[src/rtl/seq_divider_pkg.sv]
// Shared types for the iterative restoring divider.
// FSM state encoding used by seq_divider.
package seq_divider_pkg;

  typedef enum logic [1:0] {
    S_IDLE = 2'd0,
    S_RUN  = 2'd1,
    S_DONE = 2'd2
  } state_e;

  function automatic int cnt_width(input int n);
    return $clog2(n);
  endfunction

endpackage

[src/rtl/div_step.sv]
// Combinational N+1-bit trial subtract T = a - {0,d} for one restoring step.
// Ripple of full_adder cells; borrow_o is T[N].
module div_step #(
  parameter int N = 8
) (
  input  logic [N:0]   a_i,
  input  logic [N-1:0] d_i,
  output logic [N-1:0] diff_o,
  output logic         borrow_o
);

  logic [N:0]   c;
  logic [N-1:0] nd;

  assign c[0] = 1'b1;
  assign nd   = ~d_i;

  for (genvar i = 0; i < N; i++) begin : g_fa
    full_adder u_fa (
      .a_i(a_i[i]),
      .b_i(nd[i]),
      .c_i(c[i]),
      .s_o(diff_o[i]),
      .c_o(c[i+1])
    );
  end

  // Top stage subtracts a zero divisor bit, so T[N] = a[N] ^ 1 ^ c[N].
  assign borrow_o = ~(a_i[N] ^ c[N]);

endmodule

[src/rtl/full_adder.sv]
// One-bit full adder cell from the ALU arithmetic group.
// Building block for the ripple subtractor in div_step.
module full_adder (
  input  logic a_i,
  input  logic b_i,
  input  logic c_i,
  output logic s_o,
  output logic c_o
);

  assign s_o = a_i ^ b_i ^ c_i;
  assign c_o = (a_i & b_i) | (a_i & c_i) | (b_i & c_i);

endmodule

[src/rtl/seq_divider.sv]
// Iterative unsigned restoring divider, one quotient bit per clock.
// Start/done handshake; results held until the next accepted start.
module seq_divider
  import seq_divider_pkg::*;
#(
  parameter int N = 8
) (
  input  logic         clk,
  input  logic         reset,
  input  logic         start,
  input  logic [N-1:0] dividend,
  input  logic [N-1:0] divisor,
  output logic         busy,
  output logic         done,
  output logic [N-1:0] quotient,
  output logic [N-1:0] remainder,
  output logic         div_by_zero
);

  localparam int CNT_W = cnt_width(N);

  state_e             state_q;
  logic [CNT_W-1:0]   cnt_q;
  logic [N-1:0]       r_q;
  logic [N-1:0]       q_q;
  logic [N-1:0]       d_q;
  logic [N-1:0]       quo_q;
  logic [N-1:0]       rem_q;
  logic               dbz_q;
  logic               busy_q;
  logic               done_q;

  logic [N:0]         trial;
  logic [N-1:0]       diff;
  logic               borrow;
  logic [N-1:0]       r_d;
  logic [N-1:0]       q_d;

  // R never exceeds the divisor, so its top bit is always zero and not stored.
  assign trial = {r_q, q_q[N-1]};

  div_step #(.N(N)) u_step (
    .a_i     (trial),
    .d_i     (d_q),
    .diff_o  (diff),
    .borrow_o(borrow)
  );

  assign r_d = borrow ? trial[N-1:0] : diff;
  assign q_d = {q_q[N-2:0], ~borrow};

  always_ff @(posedge clk) begin
    if (reset) begin
      state_q <= S_IDLE;
      cnt_q   <= '0;
      r_q     <= '0;
      q_q     <= '0;
      d_q     <= '0;
      quo_q   <= '0;
      rem_q   <= '0;
      dbz_q   <= 1'b0;
      busy_q  <= 1'b0;
      done_q  <= 1'b0;
    end else begin
      done_q <= 1'b0;
      case (state_q)
        S_RUN: begin
          r_q <= r_d;
          q_q <= q_d;
          if (cnt_q == '0) begin
            state_q <= S_DONE;
            busy_q  <= 1'b0;
            done_q  <= 1'b1;
            quo_q   <= q_d;
            rem_q   <= r_d;
            dbz_q   <= 1'b0;
          end else begin
            cnt_q <= cnt_q - CNT_W'(1);
          end
        end
        default: begin
          state_q <= S_IDLE;
          if (start) begin
            d_q <= divisor;
            r_q <= '0;
            q_q <= dividend;
            if (divisor == '0) begin
              state_q <= S_DONE;
              done_q  <= 1'b1;
              quo_q   <= '1;
              rem_q   <= dividend;
              dbz_q   <= 1'b1;
            end else begin
              state_q <= S_RUN;
              busy_q  <= 1'b1;
              cnt_q   <= CNT_W'(N-1);
            end
          end
        end
      endcase
    end
  end

  assign busy        = busy_q;
  assign done        = done_q;
  assign quotient    = quo_q;
  assign remainder   = rem_q;
  assign div_by_zero = dbz_q;

endmodule
[config.mk]
export PLATFORM = sky130hd
export DESIGN_NAME = seq_divider
export DESIGN_NICKNAME = d
export VERILOG_FILES = /design/src/rtl/seq_divider_pkg.sv /design/src/rtl/div_step.sv /design/src/rtl/full_adder.sv /design/src/rtl/seq_divider.sv
export SDC_FILE = /design/constraint.sdc
export NUM_CORES = 1
export LEC_CHECK = 0
export ABC_CLOCK_PERIOD_IN_PS = 5600
export BUFFER_PORTS_ARGS = -buffer_cell sky130_fd_sc_hd__buf_2
export CAP_MARGIN = 15
export CORE_MARGIN = 5
export CORE_UTILIZATION = 35
export DETAILED_ROUTE_END_ITERATION = 16
export HOLD_SLACK_MARGIN = 0.12
export PLACE_DENSITY = 0.59
export REMOVE_ABC_BUFFERS = 1
export SETUP_SLACK_MARGIN = 0.02
export SLEW_MARGIN = 20
export SYNTH_ARGS = -nofsm -noshare
export SYNTH_HDL_FRONTEND = slang
export SYNTH_SLANG_ARGS = --single-unit
[constraint.sdc]
create_clock -name clk -period 5.6 [get_ports clk]
set_clock_uncertainty 0.05 [all_clocks]
set_input_delay 0.28 -clock clk [delete_from_list [all_inputs] [get_ports clk]]
set_output_delay 0.28 -clock clk [all_outputs]
set_load 0.005 [all_outputs]
* Word-level counts from Yosys, hierarchy flattened
Cells that the tools add are included.
** Operators by class
- Add/subtract/negate cells :: 1
- Multipliers :: 0
- Divide/modulo/power cells :: 0
- $lt $le $gt $ge :: 0
- Equal/unequal tests :: 4
- Shift operators :: 0
- Multiplexer cells :: 32
- Bitwise gates (word level) :: 57
- Reductions and logical operators :: 8
** Operators with widths (count)
- $mux 8 :: 13
- $and 1x1->1 :: 22
- $or 1x1->1 :: 16
- $xor 1x1->1 :: 16
- $mux 3 :: 4
- $mux 1 :: 11
- $reduce_and 3->1 :: 3
- $logic_not 8->1 :: 1
- $mux 2 :: 4
- $not 8->8 :: 1
- $ne 2x2->1 const B :: 2
- $reduce_bool 2->1 :: 2
- $logic_not 3->1 :: 1
- $sub 3x1->3 const B :: 1
- $eq 2x1->1 const B :: 1
- $ne 2x1->1 const B :: 1
- $not 1->1 :: 2
- $reduce_and 2->1 :: 1
** Word-level totals
- Register bits :: 48
- Latch bits :: 0
- RAM bits :: 0
- ROM bits :: 0
- Bits of input ports :: 19
- Output and inout port bits :: 19
- Logic and storage cells :: 112
- Memories :: 0

* Longest topological paths before layout
- Depth in word-level cells :: 29
- Depth in mapped cells :: 13
- Mapped depth without buffers :: 13

* By module
From an unflattened synthesis, not the netlist that was laid out.
** Unflattened totals
- Cells, all modules :: 237
- Area, all modules :: 2209.6 sq um
** Modules (own cells, without submodules)
- seq_divider :: times used 1, cells an instance 219, area an instance 2006.9 sq um, sequential area each 960.9 sq um
- full_adder :: times used 8, cells an instance 1, area an instance 20.0 sq um, sequential area each 0.0 sq um
- div_step :: times used 1, cells an instance 10, area an instance 42.5 sq um, sequential area each 0.0 sq um

* Worst setup path after synthesis
Ideal clock, no wire load.
- Path kind :: reg-to-reg
- Start :: register q_q[7]
- End :: register rem_q[5], in the netlist remainder[5]
- Library setup time :: 0.088 ns
- Arrival :: 4.583 ns
- Required time :: 5.462 ns
- Path slack :: 0.878 ns
- Stages on the path, launching flop included :: 14
- Buffers on the path :: 1
- Period minus slack after synthesis :: 4.722 ns
- Cells stage by stage :: dfxtp_1 inv_1 ha_1 fa_1 fa_1 fa_1 fa_1 fa_1 fa_1 fa_1 xnor2_1 clkbuf_1 o211ai_1 a311oi_2
** Between the ends
- Longest elaborated chain between the ends :: 28
- Elaborated cells on any way between the ends :: 36
- Classes of those cells :: 3 x mux; 33 x bitwise
** Ends and longest elaborated chain
- start, declared :: RTL line seq_divider.sv:25 : logic [N-1:0] q_q;
- start signal, assigned :: RTL line seq_divider.sv:69 : q_q <= q_d;
- start signal, assigned :: RTL line seq_divider.sv:86 : q_q <= dividend;
- $and 1x1->1 :: RTL line full_adder.sv:12 : assign c_o = (a_i & b_i) | (a_i & c_i) | (b_i & c_i);
- $or 1x1->1 * (2 in series) :: RTL line full_adder.sv:12
- $and 1x1->1 :: RTL line full_adder.sv:12
- $or 1x1->1 :: RTL line full_adder.sv:12
- $or 1x1->1 * :: RTL line full_adder.sv:12
- $and 1x1->1 :: RTL line full_adder.sv:12
- $or 1x1->1 :: RTL line full_adder.sv:12
- $or 1x1->1 * :: RTL line full_adder.sv:12
- [... 9 more ...]
- $and 1x1->1 :: RTL line full_adder.sv:12
- $or 1x1->1 (2 in series) :: RTL line full_adder.sv:12
- $and 1x1->1 :: RTL line full_adder.sv:12
- $or 1x1->1 (2 in series) :: RTL line full_adder.sv:12
- $xor 1x1->1 :: RTL line div_step.sv:29 : assign borrow_o = ~(a_i[N] ^ c[N]);
- $mux 8 * :: RTL line seq_divider.sv:49 : assign r_d = borrow ? trial[N-1:0] : diff;
- $mux 8 * :: RTL line seq_divider.sv:70 : if (cnt_q == '0) begin
- $mux 8 * :: RTL line seq_divider.sv:66 : case (state_q)
- end signal, assigned :: RTL line seq_divider.sv:75 : rem_q <= r_d;
- end signal, assigned :: RTL line seq_divider.sv:91 : rem_q <= dividend;
- end, declared :: RTL line seq_divider.sv:28 : logic [N-1:0] rem_q;
Every way passes the cells marked *; elsewhere a longest branch is shown, timed or not. The select of a mux whose other input is x is not followed.
A chain may end at the register's enable or synchronous reset.

* Worst setup path after layout
- Start :: register q_q[7]
- End :: register rem_q[3], in the netlist remainder[3]
** Between the ends
- Longest elaborated chain between the ends :: 28
- Elaborated cells on any way between the ends :: 36
- Classes of those cells :: 3 x mux; 33 x bitwise
** Ends and longest elaborated chain (RTL line)
- $and 1x1->1 :: full_adder.sv:12
- $or 1x1->1 * (2 in series) :: full_adder.sv:12
- $and 1x1->1 :: full_adder.sv:12
- $or 1x1->1 :: full_adder.sv:12
- $or 1x1->1 * :: full_adder.sv:12
- $and 1x1->1 :: full_adder.sv:12
- $or 1x1->1 :: full_adder.sv:12
- $or 1x1->1 * :: full_adder.sv:12
- [... 9 more ...]
- $and 1x1->1 :: full_adder.sv:12
- $or 1x1->1 (2 in series) :: full_adder.sv:12
- $and 1x1->1 :: full_adder.sv:12
- $or 1x1->1 (2 in series) :: full_adder.sv:12
- $xor 1x1->1 :: div_step.sv:29
- $mux 8 * :: seq_divider.sv:49
- $mux 8 * :: seq_divider.sv:70
- $mux 8 * :: seq_divider.sv:66
Marks and branches as above.

==> flow_summary_export.csv <==
group,metric,value,unit
clock_tree,cts_sinks,48,
final_layout,layout-drive-gt1-share,18.5,%
synthesis,synth_area_per_cell,8.86,um2
synthesis,synthDominantAreaCellType,"dfxtp_1",
placement,port_buffers,37,
sta,tightest_slew,907,ps
status,run_status,"finished, final reports clean",
drt,detail_route.drc_violations,0,
drt,drt_first_pass_iters,4,
setup_path,r2r_end,"remainder[3]$_SDFFE_PP0P_",
final_layout,number_of_diodes_added_for_antenna_fixing,0,
final_layout,nets,300,
setup_path,worst_ep_arrival_time,4720,ps
setup_path,timing.critical_path.to_type,"flip-flop",
floorplan,dieArea,7710,um2
clock_tree,cts.repair.resized,0,
sta,number_of_max_slew_violations_in_the_final_report,0,
floorplan,die_x,87.8,um
global_routing,largest_net_degree_at_the_start_of_global_routing,49,
setup_path,required,5750,ps
synthesis,post_synth_inst_count,239,
sta,timing.final.setup_violations,0,
sta,rsz0062_at_grt,"false",
drt,vias_cell,5.03,
drt,antenna_violating_nets_post_route,0,
sta,postLayoutSetupSlackWorst,1040,ps
synthesis,synth_cell_types,31,
worst_hold_path,hold_start,"divisor[6]",
setup_path,path_class,"reg -> reg",
job,cap_viol_max_count,0,
final_layout,stdcell_area,2450,um2
clock_tree,cts.root.buffer_cell,"clkbuf_8",
global_routing,grtUsageTotal,13.2,%
clock_tree,buffers_from_clock_root_to_sink_at_most,2,
worst_hold_path,holdCritPathClass,"in -> reg",
sta,achievable_frequency,219,MHz
clock_tree,clk_latency,290,ps
synthesis,synth_largest_type_area_fraction,45.4,%
placement,detailed_place.area,2350,um2
clock_tree,cts_inserted_buffers,5,
setup_path,worstRegToRegCells,14,
floorplan,ios,38,
sta,setup_tns,0,ps
sta,max-slew-margin-rel,39.4,%
placement,detailed_place_hpwl,3.23,mm
clock_tree,clock_tree_from_tritoncts,"built",
global_routing,globalRoute.totalOverflow,0,
synthesis,ys_ff_latch,48,
synthesis,synth_seq_area_share,45.4,%
setup_path,startpoint_class,"flip-flop",
floorplan,std_cell_rows,28,
global_routing,number_of_global_route_vias_before_repair,1683,
clock_tree,post-cts-setup-buffer-count,0,
drt,detail_route.iter0.violations,126,
clock_tree,ctsHoldBuffers,0,
sta,hold_viol_final,0,
final_layout,syn2layout_area_growth,15.8,%
power,power_per_cell_area,336,nW/um2
drt,total_via_count_after_detailed_routing,1735,
placement,place.gp.congestion,0.764,
clock_tree,clkTransAtPathRegs,80,ps
clock_tree,clock_tree.htree_level_count,2,
worst_hold_path,timing.hold.worst_path_depth,3,
setup_path,maximum_fanout_along_the_worst_path,18,
power,ir_worst_vdd,0.000135,V
final_layout,top_library_cells_by_usage_in_the_layout_fill_and_taps_aside,"dfxtp_1 (48), buf_2 (37), nor2_1 (35)",
floorplan,initial_core_util,36.0,%
final_layout,postLayoutCoreUtil,41.7,%
final_layout,mostFrequentLayoutCell,"dfxtp_1",
floorplan,core-area,5890,um2
drt,drt_wl_total,4.69,mm
setup_path,reg2reg_setup_slack,1040,ps
synthesis,synth.top_cells.by_area,"dfxtp_1 (45%), fa_1 (6.6%), nor2_1 (6.2%), nand2_1 (6.0%), a21oi_1 (4.0%)",
global_routing,first_pass_grt_wire_length,8.00,mm
placement,detailedPlace.worstSlack,1070,ps
synthesis,netlist_area,2120,um2
synthesis,yosys_warnings,0,
global_routing,initial_antenna_violation_count,0,
setup_path,rr_startpoint,"q_q[7]$_SDFFE_PP0N_",
floorplan,die-height,87.8,um
worst_hold_path,hold_path_end,"d_q[6]$_SDFFE_PP0P_",
final_layout,fillers,633,
sta,fin_crit_sh,81.5,%
sta,fin_crit,4560,ps
power,power_leakage,1.01,nW
drt,route.detailed.wl_per_inst,13.6,um
==> how the worst max path moves through the flow <==
stage | from | to | cells past startpoint
after CTS | q_q[7]$_SDFFE_PP0N_ | remainder[3]$_SDFFE_PP0P_ | 14
after global routing | q_q[7]$_SDFFE_PP0N_ | remainder[3]$_SDFFE_PP0P_ | 13
final | q_q[7]$_SDFFE_PP0N_ | remainder[3]$_SDFFE_PP0P_ | 14
after global placement | q_q[7]$_SDFFE_PP0N_ | remainder[3]$_SDFFE_PP0P_ | 14
after floorplan | q_q[7]$_SDFFE_PP0N_ | remainder[5]$_SDFFE_PP0P_ | 13
after detailed placement | q_q[7]$_SDFFE_PP0N_ | remainder[3]$_SDFFE_PP0P_ | 14
==> area by class of cell <==
| type | instances | area, um2 | share of cell area [%] |
|---|---|---|---|
| Sequential cell | 48 | 961 | 39.2 |
| Inverter | 12 | 45.0 | 1.84 |
| Timing Repair Buffer | 40 | 208 | 8.47 |
| Clock buffer | 5 | 68.8 | 2.80 |
| Multi-Input combinational cell | 164 | 1050 | 42.7 |
| Tap cell | 75 | 93.8 | 3.82 |
| Clock inverter | 1 | 30.0 | 1.22 |
==> worst max-delay path, stage by stage, from the launching register on <==
cell and delay (ps):
dfxtp_1 370, inv_1 60, ha_1 190, fa_1 420, fa_1 420, fa_1 420
fa_1 420, fa_1 420, fa_1 430, fa_1 410, xnor2_1 130, buf_4 190
nand2_1 80, o211ai_1 130, a311oi_1 320
==> state kept, by name (all words and copies together), names as in the netlist <==
signal and count:
done 1, r_q 8, q_q 8, state_q 2, busy 1, d_q 8
quotient 8, cnt_q 3, div_by_zero 1, remainder 8
==> cells in the mapped netlist <==
cell and n:
nand3_1 8, mux2i_1 8, fa_1 7, a41oi_1 1, nor2b_1 3, buf_2 1
a311oi_1 6, nand2b_1 1, a221oi_1 2, nand2_1 34, nor2_1 35, a311oi_2 2
and2_1 1, or4_1 1, xnor2_1 1, inv_1 12, nor4_1 2, or4_4 1
o211ai_1 8, a21oi_1 17, dfxtp_1 48, buf_1 6, ha_1 3, nand3b_1 1
o41ai_4 1, nor3_1 10, a21o_1 1, clkbuf_1 7, a31oi_1 2, a211oi_1 8
buf_6 1
==> where the power goes <==
| group | switching (mW) | internal (mW) | total, mW | leakage, nW |
|---|---|---|---|---|
| sequential | 0.0211 | 0.375 | 0.396 | 0.393 |
| combinational | 0.115 | 0.0782 | 0.193 | 0.565 |
| clock | 0.108 | 0.128 | 0.237 | 0.0501 |
==> cells by family (layout without fill, tap and decap cells) <==
logic type	after synthesis	in the layout	synth area share, %
adder cells (fa/ha/maj)	10	10	8.39
buffers and inverters	27	58	5.20
AND/OR/NAND/NOR	97	97	19.8
XOR/XNOR	1	1	0.414
multiplexers	8	8	3.78
flip-flops	48	48	45.4
AO/OA/AOI/OAI	48	48	17.1
==> metrics by stage <==
step	hold slack (ps)	power, mW	cells
floorplan	298	0.528	224
global placement	410	0.595	339
detailed placement	415	0.599	339
CTS	201	0.835	345
global route	208	0.881	345
finish	204	0.825	345
==> layer usage <==
layer,part of all wire (%),routed length (um),GRT usage [%],up-vias
met1,50,2340,18.0,794
met3,5.4,254,3.10,5
met5,0,0,0,-
met4,1.1,53,3.77,0
met2,44,2040,21.0,42
li1,-,-,-,894
Power figures use the tool's default switching activity.
